<file path="config.mk">
export PLATFORM = sky130hd
export DESIGN_NAME = c64_bus_slave_flat
export DESIGN_NICKNAME = d
export VERILOG_FILES = /design/src/rtl/c64_bus_slave_if.sv /design/src/rtl/c64_bus_slave.sv /design/src/flat_wrapper.sv
export SDC_FILE = /design/constraint.sdc
export NUM_CORES = 1
export LEC_CHECK = 0
export CORE_MARGIN = 1.5
export CORE_UTILIZATION = 38
export CTS_CLUSTER_DIAMETER = 40
export DETAILED_ROUTE_END_ITERATION = 12
export PLACE_DENSITY = 0.89
export SYNTH_ARGS = -nofsm -noshare
export SYNTH_HDL_FRONTEND = slang
export SYNTH_SLANG_ARGS = --single-unit
</file>
<file path="constraint.sdc">
create_clock -name clk -period 1.7 [get_ports clk]
set_input_delay 0.34 -clock clk [delete_from_list [all_inputs] [get_ports clk]]
set_output_delay 0.34 -clock clk [all_outputs]
set_load 0.01 [all_outputs]
</file>
<file path="src/rtl/c64_bus_slave_if.sv">
// rtl/c64_bus_slave_if.sv - expansion-port bus and register-file request bundle for c64_bus_slave
interface c64_bus_slave_if #(
   parameter int IO_ADDR_BITS = 5
);
   logic                    phi2_lock;
   logic                    half_p1;
   logic                    full_m2;
   logic                    full_p1;
   logic [15:0]             addr_in;
   logic [7:0]              data_in;
   logic                    rw_in;
   logic                    io1_n;
   logic                    io2_n;
   logic [7:0]              reg_rdata;
   logic                    reg_rd;
   logic                    reg_wr;
   logic [IO_ADDR_BITS-1:0] reg_addr;
   logic [7:0]              reg_wdata;
   logic                    reg_io1;
   logic [7:0]              data_out;
   logic                    data_oe;

   modport slave (
      input  phi2_lock, half_p1, full_m2, full_p1, addr_in, data_in, rw_in,
             io1_n, io2_n, reg_rdata,
      output reg_rd, reg_wr, reg_addr, reg_wdata, reg_io1, data_out, data_oe
   );

   modport master (
      output phi2_lock, half_p1, full_m2, full_p1, addr_in, data_in, rw_in,
             io1_n, io2_n, reg_rdata,
      input  reg_rd, reg_wr, reg_addr, reg_wdata, reg_io1, data_out, data_oe
   );
endinterface

</file>
<file path="src/rtl/c64_bus_slave.sv">
// rtl/c64_bus_slave.sv - IO2 bus slave issuing one register request per phi2 cycle; C64_BUS_SLAVE_IO1_EN adds IO1
module c64_bus_slave #(
   parameter int IO_ADDR_BITS = 5,
   parameter int OE_HOLD      = 1
) (
   input  logic           clk,
   input  logic           rst_n,
   c64_bus_slave_if.slave bus
);
   typedef enum logic [2:0] {IDLE, RD_REQ, RD_CAP, RD_DRIVE, WR_WAIT, WR_REQ} state_t;
   localparam logic [1:0] OE_HOLD_C = 2'(OE_HOLD);

   state_t                  state_q, state_d;
   logic [IO_ADDR_BITS-1:0] reg_addr_q, reg_addr_d;
   logic [7:0]              reg_wdata_q, reg_wdata_d;
   logic [7:0]              data_out_q, data_out_d;
   logic                    reg_io1_q, reg_io1_d;
   logic                    data_oe_q, data_oe_d;
   logic [1:0]              hold_cnt_q, hold_cnt_d;
   logic                    sel_io1, start, drive_done;
   logic                    unused_bus;

   assign unused_bus = ^{bus.io1_n, bus.addr_in[15:IO_ADDR_BITS]};

   always_comb begin
`ifdef C64_BUS_SLAVE_IO1_EN
      sel_io1 = ~bus.io1_n & bus.io2_n;
`else
      sel_io1 = 1'b0;
`endif
      // full_p1 wins a collision with half_p1 from a degenerate divider
      start = bus.phi2_lock & bus.half_p1 & ~bus.full_p1 & (~bus.io2_n | sel_io1);
      drive_done = (hold_cnt_q == 2'd1) ||
                   (hold_cnt_q == 2'd0 && bus.full_p1 && OE_HOLD_C == 2'd0);
   end

   always_ff @(posedge clk) begin
      if (!rst_n) begin
         state_q     <= IDLE;
         reg_addr_q  <= '0;
         reg_wdata_q <= 8'h00;
         data_out_q  <= 8'h00;
         reg_io1_q   <= 1'b0;
         data_oe_q   <= 1'b0;
         hold_cnt_q  <= 2'd0;
      end else begin
         state_q     <= state_d;
         reg_addr_q  <= reg_addr_d;
         reg_wdata_q <= reg_wdata_d;
         data_out_q  <= data_out_d;
         reg_io1_q   <= reg_io1_d;
         data_oe_q   <= data_oe_d;
         hold_cnt_q  <= hold_cnt_d;
      end
   end

   always_comb begin
      state_d = state_q;
      case (state_q)
         IDLE:     if (start) state_d = bus.rw_in ? RD_REQ : WR_WAIT;
         RD_REQ:   state_d = RD_CAP;
         RD_CAP:   state_d = RD_DRIVE;
         RD_DRIVE: if (drive_done) state_d = IDLE;
         WR_WAIT:  if (bus.full_m2) state_d = WR_REQ;
         WR_REQ:   state_d = IDLE;
         default:  state_d = IDLE;
      endcase
      // an issued write strobe completes; everything else aborts on lock loss
      if (!bus.phi2_lock && state_q != WR_REQ) state_d = IDLE;
   end

   always_comb begin
      reg_addr_d  = reg_addr_q;
      reg_io1_d   = reg_io1_q;
      reg_wdata_d = reg_wdata_q;
      data_out_d  = data_out_q;
      hold_cnt_d  = 2'd0;
      if (state_q == IDLE && start) begin
         reg_addr_d = bus.addr_in[IO_ADDR_BITS-1:0];
         reg_io1_d  = sel_io1;
      end
      if (state_q == WR_WAIT && bus.full_m2 && bus.phi2_lock) reg_wdata_d = bus.data_in;
      if (state_q == RD_CAP && bus.phi2_lock) data_out_d = bus.reg_rdata;
      if (state_q == RD_DRIVE && bus.phi2_lock && !drive_done) begin
         if (hold_cnt_q != 2'd0)  hold_cnt_d = hold_cnt_q - 2'd1;
         else if (bus.full_p1)    hold_cnt_d = OE_HOLD_C;
      end
      data_oe_d  = (state_d == RD_DRIVE);
      bus.reg_rd = (state_q == RD_REQ);
      bus.reg_wr = (state_q == WR_REQ);
   end

   assign bus.reg_addr  = reg_addr_q;
   assign bus.reg_wdata = reg_wdata_q;
   assign bus.reg_io1   = reg_io1_q;
   assign bus.data_out  = data_out_q;
   assign bus.data_oe   = data_oe_q;
endmodule
</file>
<file path="src/flat_wrapper.sv">
// flat-port wrapper written by rule: the top's interface ports become plain ports
module c64_bus_slave_flat 
#(
   parameter int IO_ADDR_BITS = 5,
   parameter int OE_HOLD      = 1
)
  (clk, rst_n, bus_phi2_lock, bus_half_p1, bus_full_m2, bus_full_p1, bus_addr_in, bus_data_in, bus_rw_in, bus_io1_n, bus_io2_n, bus_reg_rdata, bus_reg_rd, bus_reg_wr, bus_reg_addr, bus_reg_wdata, bus_reg_io1, bus_data_out, bus_data_oe);
  c64_bus_slave_if #(.IO_ADDR_BITS(IO_ADDR_BITS)) bus_i ();
  input  logic clk;
  input  logic rst_n;
  input wire logic [$bits(bus_i.phi2_lock)-1:0] bus_phi2_lock;
  input wire logic [$bits(bus_i.half_p1)-1:0] bus_half_p1;
  input wire logic [$bits(bus_i.full_m2)-1:0] bus_full_m2;
  input wire logic [$bits(bus_i.full_p1)-1:0] bus_full_p1;
  input wire logic [$bits(bus_i.addr_in)-1:0] bus_addr_in;
  input wire logic [$bits(bus_i.data_in)-1:0] bus_data_in;
  input wire logic [$bits(bus_i.rw_in)-1:0] bus_rw_in;
  input wire logic [$bits(bus_i.io1_n)-1:0] bus_io1_n;
  input wire logic [$bits(bus_i.io2_n)-1:0] bus_io2_n;
  input wire logic [$bits(bus_i.reg_rdata)-1:0] bus_reg_rdata;
  output wire logic [$bits(bus_i.reg_rd)-1:0] bus_reg_rd;
  output wire logic [$bits(bus_i.reg_wr)-1:0] bus_reg_wr;
  output wire logic [$bits(bus_i.reg_addr)-1:0] bus_reg_addr;
  output wire logic [$bits(bus_i.reg_wdata)-1:0] bus_reg_wdata;
  output wire logic [$bits(bus_i.reg_io1)-1:0] bus_reg_io1;
  output wire logic [$bits(bus_i.data_out)-1:0] bus_data_out;
  output wire logic [$bits(bus_i.data_oe)-1:0] bus_data_oe;
  assign bus_i.phi2_lock = bus_phi2_lock;
  assign bus_i.half_p1 = bus_half_p1;
  assign bus_i.full_m2 = bus_full_m2;
  assign bus_i.full_p1 = bus_full_p1;
  assign bus_i.addr_in = bus_addr_in;
  assign bus_i.data_in = bus_data_in;
  assign bus_i.rw_in = bus_rw_in;
  assign bus_i.io1_n = bus_io1_n;
  assign bus_i.io2_n = bus_io2_n;
  assign bus_i.reg_rdata = bus_reg_rdata;
  assign bus_reg_rd = bus_i.reg_rd;
  assign bus_reg_wr = bus_i.reg_wr;
  assign bus_reg_addr = bus_i.reg_addr;
  assign bus_reg_wdata = bus_i.reg_wdata;
  assign bus_reg_io1 = bus_i.reg_io1;
  assign bus_data_out = bus_i.data_out;
  assign bus_data_oe = bus_i.data_oe;
  c64_bus_slave #(.IO_ADDR_BITS(IO_ADDR_BITS), .OE_HOLD(OE_HOLD)) u_core (.clk(clk), .rst_n(rst_n), .bus(bus_i));
endmodule
</file>
==> results of run 1 <==
[synth_stat cells, types with 2 or more instances]
| master | count |
|---|---|
| nand2_1 | 28 |
| dfxtp_1 | 27 |
| mux2i_1 | 21 |
| nor2b_1 | 9 |
| a21oi_1 | 3 |
| buf_6 | 3 |
| clkbuf_1 | 3 |
| inv_1 | 3 |
| buf_2 | 2 |
| ha_1 | 2 |
| nor2_1 | 2 |
| nor3_1 | 2 |
[power groups by stage]
stage | clock [W] | combinational [W] | sequential [W]
after floorplan | 0 | 0.0000370 | 0.000654
after global placement | 0 | 0.000116 | 0.000652
after detailed placement | 0 | 0.000120 | 0.000652
after CTS | 0.000285 | 0.000120 | 0.000637
after global routing | 0.000319 | 0.000128 | 0.000638
final | 0.000275 | 0.000119 | 0.000637
[metrics by stage]
step	util (%)	instance area, um2	power, W
6_report	58.8	1770	0.00103
5_1_grt	58.8	1770	0.00109
3_5_place_dp	57.8	1730	0.000772
4_1_cts	58.8	1770	0.00104
3_3_place_gp	57.8	1730	0.000768
2_1_floorplan	-	1180	0.000691
[routing by layer]
| layer | routed length (um) | track usage, % |
|---|---|---|
| met1 | 1010 | 16.4 |
| met5 | 0 | 0 |
| met3 | 166 | 3.74 |
| met4 | 61 | 6.49 |
| met2 | 1290 | 27.1 |
[what timing repair did]
item                                    in CTS  in global routing
resized for setup                            4                  0
setup buffers                                0                  0
endpoints found under the setup margin       2                  0
[kinds of logic (layout without fill, tap and decap cells)]
| group | count (synthesis) | after routing | share of synthesized area [%] |
|---|---|---|---|
| compound gates | 5 | 5 | 2.65 |
| fa+ha+maj | 2 | 2 | 2.12 |
| buf+inv | 12 | 66 | 6.24 |
| flops | 27 | 27 | 45.7 |
| mux | 21 | 21 | 17.8 |
| other cells | 1 | 1 | 0.317 |
| simple gates | 53 | 53 | 25.2 |
[state kept, by name (all words and copies together) (netlist names)]
signal and cells:
u_core.bus.reg_wdata 8, u_core.bus.data_oe 1, u_core.bus.reg_addr 5, u_core.bus.data_out 8, u_core.state_q 3, u_core.hold_cnt_q 2
[cell type report]
cell class / instances / area share, %
clock buffer: 3 / 1.28
clock inverter: 1 / 0.425
inverter: 3 / 0.638
multi-input combinational: 82 / 32.2
sequential: 27 / 30.8
tap: 33 / 2.34
timing repair buffer: 59 / 32.3
[worst paths after layout]
kind | slack [ps] | start | cells after the start | to
setup / recovery | 120 | u_core.bus.reg_wdata[5]$_SDFFE_PN0P_ | 1 | bus_reg_wdata[5]
hold / removal | 470 | u_core.bus.reg_addr[1]$_SDFFE_PN0P_ | 2 | u_core.bus.reg_addr[1]$_SDFFE_PN0P_
setup reg to reg | 340 | u_core.state_q[2]$_SDFF_PN0_ | 5 | u_core.bus.data_out[4]$_SDFFE_PN0P_
hold reg to reg | 470 | u_core.bus.reg_addr[1]$_SDFFE_PN0P_ | 2 | u_core.bus.reg_addr[1]$_SDFFE_PN0P_
==> results.sh, run 1 <==
export IMPL_outcome="completed"
export IMPL_multi_input_area_um2=568
export IMPL_grt_pass1_wl_um=4020
export IMPL_cp_num_buf_inv=1
export IMPL_drive_above_1_share_pct=9.71
export IMPL_drt_iter0_drc=15
export IMPL_cts_tree="yes"
export IMPL_maxCapViolCount=0
export IMPL_min_period_over_period_pct=93.0
export IMPL_ys_ff_latch=27
export IMPL_die_x_um=58.8
export IMPL_fin_ws_ps=120
export IMPL_gp_congestion=0.750
export IMPL_swShare_pct=21.9
export IMPL_cp_slowest_cell="clkdlybuf4s50_1"
export IMPL_grtUsageTotal_pct=15.0
export IMPL_place_hpwl_um=2040
export IMPL_syn_area_mm2=0.00118
export IMPL_p_clk_share_pct=26.7
export IMPL_via_per_inst=4.93
export IMPL_internal_power_w=0.000805
export IMPL_wirelength_um=2530
export IMPL_async_reset_ff_share_pct=0
export IMPL_nets=219
export IMPL_combPwrFrac_pct=11.5
export IMPL_rsz0062_at_grt="no"
export IMPL_slew_violations=0
export IMPL_routedWlPerCell_um=12.1
export IMPL_synth_edf_count=0
export IMPL_dieHeight_um=58.8
export IMPL_numCtsBuffers=3
export IMPL_setup_tns_ps=0
export IMPL_skew_ps=17.4
export IMPL_layout_commonest_cell="clkdlybuf4s50_1"
export IMPL_synth_nets=164
export IMPL_crit_required_ps=1360
export IMPL_layout_cells_most_common_list="clkdlybuf4s50_1, nand2_1, dfxtp_1"
export IMPL_synth_area_top_cells="dfxtp_1, mux2i_1, nand2_1"
export IMPL_num_rows=20
export IMPL_path_cells="clkdlybuf4s50_1"
export IMPL_synth_area_leader_cell="dfxtp_1"
export IMPL_cp_slowest_stage_delay_ps=540
export IMPL_crit_type="register to primary output"
export IMPL_grt_pass1_vias=988
export IMPL_seqCellArea_um2=544
export IMPL_max_clock_freq_mhz=633
export IMPL_htreeDepth=1
export IMPL_yosysSeqAreaShare_pct=45.7
export IMPL_diodes=0
export IMPL_critPathCaptureType="primary output"
export IMPL_grt_max_degree=35
export IMPL_drc=0
export IMPL_dp_cells=204
export IMPL_postSynthCellCount=121
export IMPL_switchingPower_w=0.000226
export IMPL_syn_avg_cell_area_um2=9.77
export IMPL_core_mm2=0.00300
export IMPL_syn_to_final_growth_pct=49.3
export IMPL_worstPathArrival_ps=1240
export IMPL_setup_violations=0
export IMPL_cts_sinks=27
export IMPL_cts_hold_buf=0
export IMPL_stdcell_count=208
export IMPL_clock_latency_ps=320
export IMPL_synth_distinct_cells=28
export IMPL_fin_hold_ws_ps=468
export IMPL_cts_root_buf="clkbuf_4"
export IMPL_drt_pass1_iterations=4
export IMPL_antenna_found_initial=0
export IMPL_seqPwrFrac_pct=61.8
export IMPL_initial_core_util_pct=39.4
export IMPL_synthFlopType="dfxtp_1"
export IMPL_p_leak_nw=0.627
export IMPL_crit_family="buffers and inverters"
export IMPL_grt_ovfl_total=0
export IMPL_route_vias_total=1026
export IMPL_post_place_ws_ps=-59.1
export IMPL_cts_path_max_buffers=2
export IMPL_vdd_drop_max_mv=0.332
export IMPL_setup_worst_path_start_class="register"
export IMPL_netlist_area_leader_share_pct=45.7
export IMPL_design_die_area_mm2=0.00346
export IMPL_yosys_warnings=0
export IMPL_clkTransAtPathRegs_ps=150
export IMPL_ios=66
export IMPL_min_period_ps=1580
export IMPL_hold_path_class="register to register"
export IMPL_hold_viol_final=0
export IMPL_powerDensity_mw_per_mm2=584
export IMPL_port_buffers=52
export IMPL_critPathMaxFanout=2
export IMPL_drtAntennaViolNets=0
export IMPL_fillers=276
Note: power is estimated with default switching activity, not from simulation.
==> inputs of run 2 (changes only) <==
--- a/config.mk
+++ b/config.mk
@@ -6,10 +6,10 @@
 export NUM_CORES = 1
 export LEC_CHECK = 0
 export CORE_MARGIN = 1.5
-export CORE_UTILIZATION = 38
+export CORE_UTILIZATION = 34
 export CTS_CLUSTER_DIAMETER = 40
 export DETAILED_ROUTE_END_ITERATION = 12
-export PLACE_DENSITY = 0.89
+export PLACE_DENSITY = 0.85
 export SYNTH_ARGS = -nofsm -noshare
 export SYNTH_HDL_FRONTEND = slang
 export SYNTH_SLANG_ARGS = --single-unit
==> constraint.sdc (replaced) <==
create_clock -name clk -period 1.3 [get_ports clk]
set_input_delay 0.26 -clock clk [delete_from_list [all_inputs] [get_ports clk]]
set_output_delay 0.26 -clock clk [all_outputs]
set_load 0.01 [all_outputs]
==> run 2 against run 1 <==
  * The flow now finishes with violations (setup timing)
  * Sequential power grew 31%
  * Sequential cell count is the same
  * Worst setup slack lost 120 ps
  * Clock power grew 31%
==> results.sh, run 2 (synthesis results as in run 1) <==
export IMPL_fin_ws_ps=-3.16
export IMPL_place_hpwl_um=1830
export IMPL_route_vias_total=1010
export IMPL_outcome="finished, violations left"
export IMPL_design_die_area_mm2=0.00384
export IMPL_min_period_ps=1300
export IMPL_htreeDepth=1
export IMPL_cts_path_max_buffers=2
export IMPL_vdd_drop_max_mv=0.331
export IMPL_drive_above_1_share_pct=18.7
export IMPL_placed_cell_area_mm2=0.00181
export IMPL_fin_hold_ws_ps=465
export IMPL_drc=0
export IMPL_seqCellArea_um2=547
export IMPL_crit_type="register to register"
export IMPL_powerDensity_mw_per_mm2=731
export IMPL_syn_to_final_growth_pct=57.1
export IMPL_num_rows=21
export IMPL_grt_max_degree=23
export IMPL_skew_ps=4.08
export IMPL_critPathCaptureType="register"
export IMPL_critPathMaxFanout=6
export IMPL_via_per_inst=4.43
export IMPL_gp_congestion=0.838
export IMPL_clkTransAtPathRegs_ps=140
export IMPL_switchingPower_w=0.000300
export IMPL_layout_cells_most_common_list="nand2_1, clkdlybuf4s50_1, dfxtp_1"
export IMPL_cts_tree="yes"
export IMPL_fillers=325
export IMPL_maxCapViolCount=0
export IMPL_min_period_over_period_pct=100
export IMPL_hold_path_class="register to register"
export IMPL_grt_pass1_wl_um=3880
export IMPL_drt_iter0_drc=19
export IMPL_antenna_found_initial=0
export IMPL_cts_sinks=27
export IMPL_setup_worst_path_start_class="register"
export IMPL_diodes=0
export IMPL_rsz0062_at_grt="yes"
export IMPL_wirelength_um=2580
export IMPL_setup_tns_ps=-3.16
export IMPL_slew_violations=0
export IMPL_initial_core_util_pct=35.4
export IMPL_cts_root_buf="clkbuf_4"
export IMPL_total_power_w=0.00136
export IMPL_internal_power_w=0.00106
export IMPL_clock_latency_ps=320
export IMPL_combPwrFrac_pct=12.2
export IMPL_core_mm2=0.00334
export IMPL_ios=66
export IMPL_die_x_um=62.0
export IMPL_nets=226
export IMPL_p_clk_share_pct=26.5
export IMPL_max_clock_freq_mhz=767
export IMPL_swShare_pct=22.1
export IMPL_setup_violations=1
export IMPL_numCtsBuffers=3
export IMPL_grt_ovfl_total=0
export IMPL_p_leak_nw=0.785
export IMPL_seqPwrFrac_pct=61.4
export IMPL_failed_checks="setup timing"
export IMPL_crit_required_ps=1560
export IMPL_worstPathArrival_ps=1560
export IMPL_grtUsageTotal_pct=13.9
export IMPL_port_buffers=52
export IMPL_grt_pass1_vias=861
export IMPL_drtAntennaViolNets=0
export IMPL_routedWlPerCell_um=11.3
export IMPL_stdcell_area_mm2=0.00186
export IMPL_post_route_util_pct=55.7
export IMPL_dieHeight_um=62.0
export IMPL_drt_pass1_iterations=3
export IMPL_multi_input_area_um2=603
export IMPL_hold_viol_final=0
==> run 2: power groups by stage <==
| stage | Combinational [W] | Clock [W] | Sequential, W |
|---|---|---|---|
| finish | 0.000165 | 0.000360 | 0.000833 |
| CTS | 0.000163 | 0.000375 | 0.000833 |
| detailed placement | 0.000164 | 0 | 0.000853 |
| global route | 0.000181 | 0.000424 | 0.000835 |
| floorplan | 0.0000483 | 0 | 0.000855 |
| global placement | 0.000164 | 0 | 0.000853 |
==> run 2: critical path, cell delays in order (launching register included) <==
cell	delay [ps]
dfxtp_4	400
buf_4	170
nor2_4	50
buf_4	130
nor4_2	270
a21boi_2	220
==> run 2: final cells by class <==
cell class	count	share of cell area [%]
tap	46	3.10
sequential	27	29.4
inverter	3	0.606
multi-input combinational	82	32.5
clock inverter	1	0.269
timing repair buffer	66	32.9
clock buffer	3	1.21
==> run 2: worst paths after layout <==
kind	slack [ps]	start	cells past startpoint	endpoint
max	-3	u_core.state_q[0]$_SDFF_PN0_	5	u_core.bus.data_oe$_SDFF_PN0_
min	460	u_core.bus.reg_wdata[1]$_SDFFE_PN0P_	2	u_core.bus.reg_wdata[1]$_SDFFE_PN0P_
max reg2reg	-3	u_core.state_q[0]$_SDFF_PN0_	5	u_core.bus.data_oe$_SDFF_PN0_
min reg2reg	460	u_core.bus.reg_wdata[1]$_SDFFE_PN0P_	2	u_core.bus.reg_wdata[1]$_SDFFE_PN0P_
==> run 2: metrics by stage <==
| stage | worst slack [ps] | std cells |
|---|---|---|
| floorplan | 99.1 | 121 |
| global placement | -331 | 223 |
| detailed placement | -375 | 223 |
| CTS | 4.82 | 227 |
| global route | -94.2 | 228 |
| finish | -3.16 | 228 |
==> run 2: metal layers <==
layer,GRT usage [%],wire length (um),vias up,part of all wire [%]
li1,-,-,521,-
met1,19.3,1190,450,46
met2,20.4,1210,35,47
met3,2.48,131,4,5.1
met4,7.29,42,0,1.6
met5,0,0,-,0
==> run 2: timing repair <==
action | 4_1_cts | 5_1_grt
pin swaps | 3 | 2
resized for setup | 38 | 7
cloned | 0 | 0
hold buffers | 0 | 0
setup endpoints to repair | 45 | 20
setup buffers | 0 | 1
==> patch 1: new RTL, config.mk and constraints of run 2 <==
`OE_HOLD` is set to 1 in 2 places; all go to 0.
--- a/src/rtl/c64_bus_slave.sv
+++ b/src/rtl/c64_bus_slave.sv
@@ -3,3 +3,3 @@
    parameter int IO_ADDR_BITS = 5,
-   parameter int OE_HOLD      = 1
+   parameter int OE_HOLD      = 0
 ) (
--- a/src/flat_wrapper.sv
+++ b/src/flat_wrapper.sv
@@ -4,3 +4,3 @@
    parameter int IO_ADDR_BITS = 5,
-   parameter int OE_HOLD      = 1
+   parameter int OE_HOLD      = 0
 )
Check against the original RTL: not equivalent (a bounded check fails within 10 cycles, from zero or initial values and one cycle with rst_n low).
==> patch 1 against run 2 <==
- the run still ends with setup timing left
- maximum frequency fell by 2.5%
- synthesized area rose by 3.1%
- final area rose by 5.9%
- routed wire length rose by 13%
- global-route usage rose by 0.73 points
- sequential cell count did not move
- worst hold slack got worse by 0.025 ns
- setup slack got worse by 0.034 ns
- total power fell by 0.40%
- via count rose by 11%
- highest routed layer unchanged
==> patch 1: results (changes against run 2) <==
[status]
status=complete, but fails checks  ; unchanged
violations=setup timing  ; unchanged

[route]
postRouteAntennaNets=0  ; unchanged
drt_first_pass_iters=4  ; was 3
wl_mm=2.905  ; was 2.576 mm
via_per_inst=4.778  ; was 4.430
drt-initial-drc-count=40  ; was 19

[synth]
ys.flop_type=dfxtp_1  ; unchanged
syn_nets=169  ; was 164
ys_warn_count=0  ; unchanged
yosysSeqAreaShare_pct=44.35  ; was 45.71%
synth_area_leaders=dfxtp_1 44%, mux2i_1 6.6%, o21a_1 4.9%  ; was dfxtp_1 46%, mux2i_1 18%, nand2_1 8.9%
synthCells=126  ; was 121
yosys.cell_types.count=30  ; was 28
ys_top_cells_by_count=27 x dfxtp_1, 9 x nor2b_1, 8 x and3_1, 8 x mux2i_1, 8 x o21a_1  ; was 28 x nand2_1, 27 x dfxtp_1, 21 x mux2i_1
async_flop_share_pct=0  ; unchanged

[clock_tree]
cts_max_level=1  ; unchanged
clkLatencyLatePin_ns=0.31
cts_buffers=3  ; unchanged
clk_path_buf_depth=2  ; unchanged
path_clk_slew_ns=0.14  ; about the same
cts-root-buf=clkbuf_4  ; unchanged

[setup_path]
cp.arrival_ns=1.08  ; was 1.56 ns
cpMaxStageDelayCell=dfxtp_2  ; was dfxtp_4
slowest_delay_ns=0.36  ; was 0.40 ns
rr_startpoint=u_core.state_q[1]$_SDFF_PN0_  ; was u_core.state_q[0]$_SDFF_PN0_
reg2reg_depth=5  ; unchanged
rrSetupSlack_ns=-0.03  ; was -0.003 ns
crit_fanout=3  ; was 6
r2r_end=u_core.bus.data_out[3]$_SDFFE_PN0P_  ; was u_core.bus.data_oe$_SDFF_PN0_
crit_family=flip-flops  ; unchanged

[sta]
skew_ns=0.001525  ; was 0.004079 ns
finalWorstSetupSlack_ns=-0.03687  ; was -0.003155 ns
finalSetupViolCount=9  ; was 1
final.setup.tns_ns=-0.1201  ; was -0.003155 ns

[global_routing]
grt_max_degree=16  ; was 23
antenna_found_initial=0  ; unchanged
grt.total_usage_pct=14.63  ; was 13.90%
grt_pass1_wl_mm=4.740  ; was 3.884 mm
overflow=0  ; unchanged
grt_pass1_vias=1054  ; was 861

[placement]
post-place-ws_ns=-0.2732  ; was -0.3746 ns
gp_congestion=0.7934  ; was 0.8380
place_inst=227  ; was 223
detailed_place_hpwl_mm=1.951  ; was 1.825 mm
place_area_sq_um=1859  ; was 1808 sq um

[power_and_ir_drop]
p_leak_nw=0.8246  ; was 0.7855 nW
vdd_ir_drop_max_mv=0.7047  ; was 0.3314 mV
sw_frac_of_total_pct=21.76  ; was 22.07%

[final_layout]
drive_above_1_share_pct=23.40  ; was 18.68%
instances_no_fill=234  ; was 228
fillers=317  ; was 325
n_antenna_cell=0  ; unchanged

[hold_path]
hold_class=reg -> reg  ; unchanged
holdPathEnd=u_core.hold_cnt_q[0]$_SDFF_PN0_  ; was u_core.bus.reg_wdata[1]$_SDFFE_PN0P_
worstHoldPathCells=1  ; was 2
min_from=u_core.hold_cnt_q[0]$_SDFF_PN0_  ; was u_core.bus.reg_wdata[1]$_SDFFE_PN0P_

-- patch 1: power by group through the flow --
stage	Combinational, mW	Clock [mW]	Sequential (mW)
final	0.170	0.350	0.832
after global routing	0.183	0.419	0.834
after CTS	0.168	0.375	0.835
after detailed placement	0.165	0	0.853
after global placement	0.163	0	0.852
after floorplan	0.0435	0	0.854
-- patch 1: cell families (layout without fill, tap and decap cells) --
group,count (synthesis),after routing,share of synthesized area (%)
other,1,1,0.3077
buffers and inverters,15,75,6.775
flip-flops,27,27,44.35
multiplexers,8,8,6.571
adder cells (fa/ha/maj),2,2,2.053
AND/OR/NAND/NOR,40,42,21.66
AO/OA/AOI/OAI,33,33,18.27
-- patch 1: repair_timing --
item | CTS | global route
gates cloned | 2 | 0
pin swaps | 6 | 5
endpoints found under the setup margin | 36 | 24
hold buffers | 0 | 0
buffers inserted | 1 | 0
gates resized for setup | 44 | 14
-- patch 1: worst max-delay path by stage --
stage	startpoint	end	slack (ns)	cells past startpoint
5_1_grt	u_core.state_q[0]$_SDFF_PN0_	bus_reg_rd	-0.11	3
3_3_place_gp	bus_phi2_lock	u_core.bus.data_out[7]$_SDFFE_PN0P_	-0.25	5
4_1_cts	u_core.state_q[2]$_SDFF_PN0_	bus_reg_rd	-0.06	3
6_report	u_core.state_q[2]$_SDFF_PN0_	bus_reg_rd	-0.04	3
3_5_place_dp	bus_phi2_lock	u_core.bus.data_out[3]$_SDFFE_PN0P_	-0.27	5
2_1_floorplan	u_core.state_q[0]$_SDFF_PN0_	u_core.bus.reg_wdata[0]$_SDFFE_PN0P_	0.07	5
-- patch 1: through the flow --
| step | utilization (%) | hold slack (ns) |
|---|---|---|
| floorplan | - | 0.4066 |
| global placement | 54.85 | 0.4335 |
| detailed placement | 54.85 | 0.4422 |
| CTS | 56.74 | 0.4283 |
| global route | 58.03 | 0.4529 |
| finish | 58.03 | 0.4392 |
-- patch 1: layout make-up --
| type | count | area share, % |
|---|---|---|
| clock buffer | 3 | 1.145 |
| sequential | 27 | 27.93 |
| multi-input combinational | 86 | 35.05 |
| inverter | 4 | 0.7634 |
| clock inverter | 1 | 0.2545 |
| tap | 46 | 2.926 |
| timing repair buffer | 67 | 31.93 |
-- patch 1: metal layers --
| layer | wire length (microns) | share of wire, % | vias up | track usage [%] |
|---|---|---|---|---|
| met1 | 1360 | 47 | 514 | 18.02 |
| met4 | 8 | 0.28 | 0 | 1.667 |
| li1 | - | - | 572 | - |
| met3 | 138 | 4.8 | 2 | 3.964 |
| met5 | 0 | 0 | - | 0 |
| met2 | 1397 | 48 | 30 | 26.06 |
==> patch 2: new RTL, config.mk and constraints of run 2 <==
Without the edit above. Make the reset (`rst_n`) asynchronous in one clocked block.
--- a/src/rtl/c64_bus_slave.sv
+++ b/src/rtl/c64_bus_slave.sv
@@ -36,3 +36,3 @@
 
-   always_ff @(posedge clk) begin
+   always_ff @(posedge clk or negedge rst_n) begin
       if (!rst_n) begin
Behaviour: differs if rst_n is asserted again (counterexample within 4 cycles, from zero or initial values and one cycle with rst_n low); with rst_n held inactive, the same outputs for 10 cycles.
==> patch 2 against run 2 <==
- setup slack got worse by 0.28 ns
- the run still ends with setup timing left
- final area increased by 6.5%
- routed wire length rose by 6.4%
- worst hold slack got worse by 0.19 ns
- sequential share of layout area grew 4.9 points
- global-route usage up 1.8 points
- core utilization rose by 8.6 points
- via count decreased by 13%
- sequential cell count did not move
- largest cell class unchanged
- non-clock buffer count grew 11
- synthesized area decreased by 6.8%
Power is not compared: it rests on default switching activity, and its combinational part moved more than twofold at a synthesized area within 25%.
==> patch 2: results (changes against run 2) <==
[status]
violations=setup timing  ; unchanged
status=complete, but fails checks  ; unchanged

[global_routing]
grt.total_usage_pct=15.73  ; was 13.90%
grt_pass1_wl_mm=4.160  ; was 3.884 mm

[sta]
finalSetupViolCount=25  ; was 1
skew_ns=0.01558  ; was 0.004079 ns
finalWorstSetupSlack_ns=-0.2815  ; was -0.003155 ns

[setup_path]
crit_fanout=5  ; was 6
rr_startpoint=u_core.state_q[2]$_DFF_PN0_  ; was u_core.state_q[0]$_SDFF_PN0_
reg2reg_depth=3  ; was 5

[final_layout]
multi_input_cells=43  ; was 82
nNonClkInverters=0  ; was 3
fillers=251  ; was 325
final-nonclk-buf-share_pct=37.07  ; was 32.93%
final-clk-cell-share_pct=1.518  ; was 1.481%

[clock_tree]
post_cts_resized=46  ; was 38
post-cts-setup-buffer-count=7  ; was 0

[synth]
ys.flop_type=dfrtp_1  ; was dfxtp_1
syn_nets=115  ; was 164
muxShareOfSynthArea_pct=23.16  ; was 17.78%
synth_compound_area_share_pct=2.270  ; was 2.646%

[placement]
detailed_place_hpwl_mm=1.908  ; was 1.825 mm
post-place-ws_ns=-0.7372  ; was -0.3746 ns

[route]
vias=882  ; was 1010
wl_met3_microns=95  ; was 131 microns
drt-initial-drc-count=17  ; was 19

[hold_path]
hold_class=in -> async  ; was reg -> reg

patch 2: power by group through the flow:
| stage | clock network [mW] | logic [mW] | registers (mW) |
|---|---|---|---|
| floorplan | 0 | 0.325 | 1.31 |
| global placement | 0 | 1.03 | 1.20 |
| detailed placement | 0 | 1.05 | 1.22 |
| CTS | 0.379 | 0.962 | 1.18 |
| global route | 0.418 | 1.23 | 1.21 |
| finish | 0.357 | 1.16 | 1.19 |
patch 2: worst register-to-register path, cell delays in order (launching register included):
cell	delay, ns
dfrtp_1	0.44
nand2b_4	0.16
or4_4	0.55
mux2_4	0.33
patch 2: through the flow:
stage          instance area [sq um]  utilization [%]  std cells  hold WS, ns  setup TNS (ns)
5_1_grt                         1978            64.27        195       0.2682          -6.180
3_5_place_dp                    1770            57.52        173       0.4500          -12.58
6_report                        1978            64.27        195       0.2738          -4.783
3_3_place_gp                    1770            57.52        173       0.4399          -11.67
4_1_cts                         1858            60.37        184       0.2699          -5.256
2_1_floorplan                   1147                -         74     -0.03559          -3.862
patch 2: how the worst max path moves through the flow:
stage / cells past startpoint / slack (ns) / start / endpoint
after CTS: 3 / -0.28 / u_core.state_q[2]$_DFF_PN0_ / u_core.bus.reg_addr[1]$_DFFE_PN0P_
after floorplan: 4 / -0.31 / bus_full_p1 / u_core.bus.reg_addr[0]$_DFFE_PN0P_
after global placement: 4 / -0.70 / bus_full_p1 / u_core.bus.reg_addr[0]$_DFFE_PN0P_
after global routing: 3 / -0.32 / u_core.state_q[2]$_DFF_PN0_ / u_core.bus.reg_addr[0]$_DFFE_PN0P_
after detailed placement: 4 / -0.74 / bus_full_p1 / u_core.bus.reg_addr[1]$_DFFE_PN0P_
final: 3 / -0.28 / u_core.state_q[2]$_DFF_PN0_ / u_core.bus.reg_addr[0]$_DFFE_PN0P_
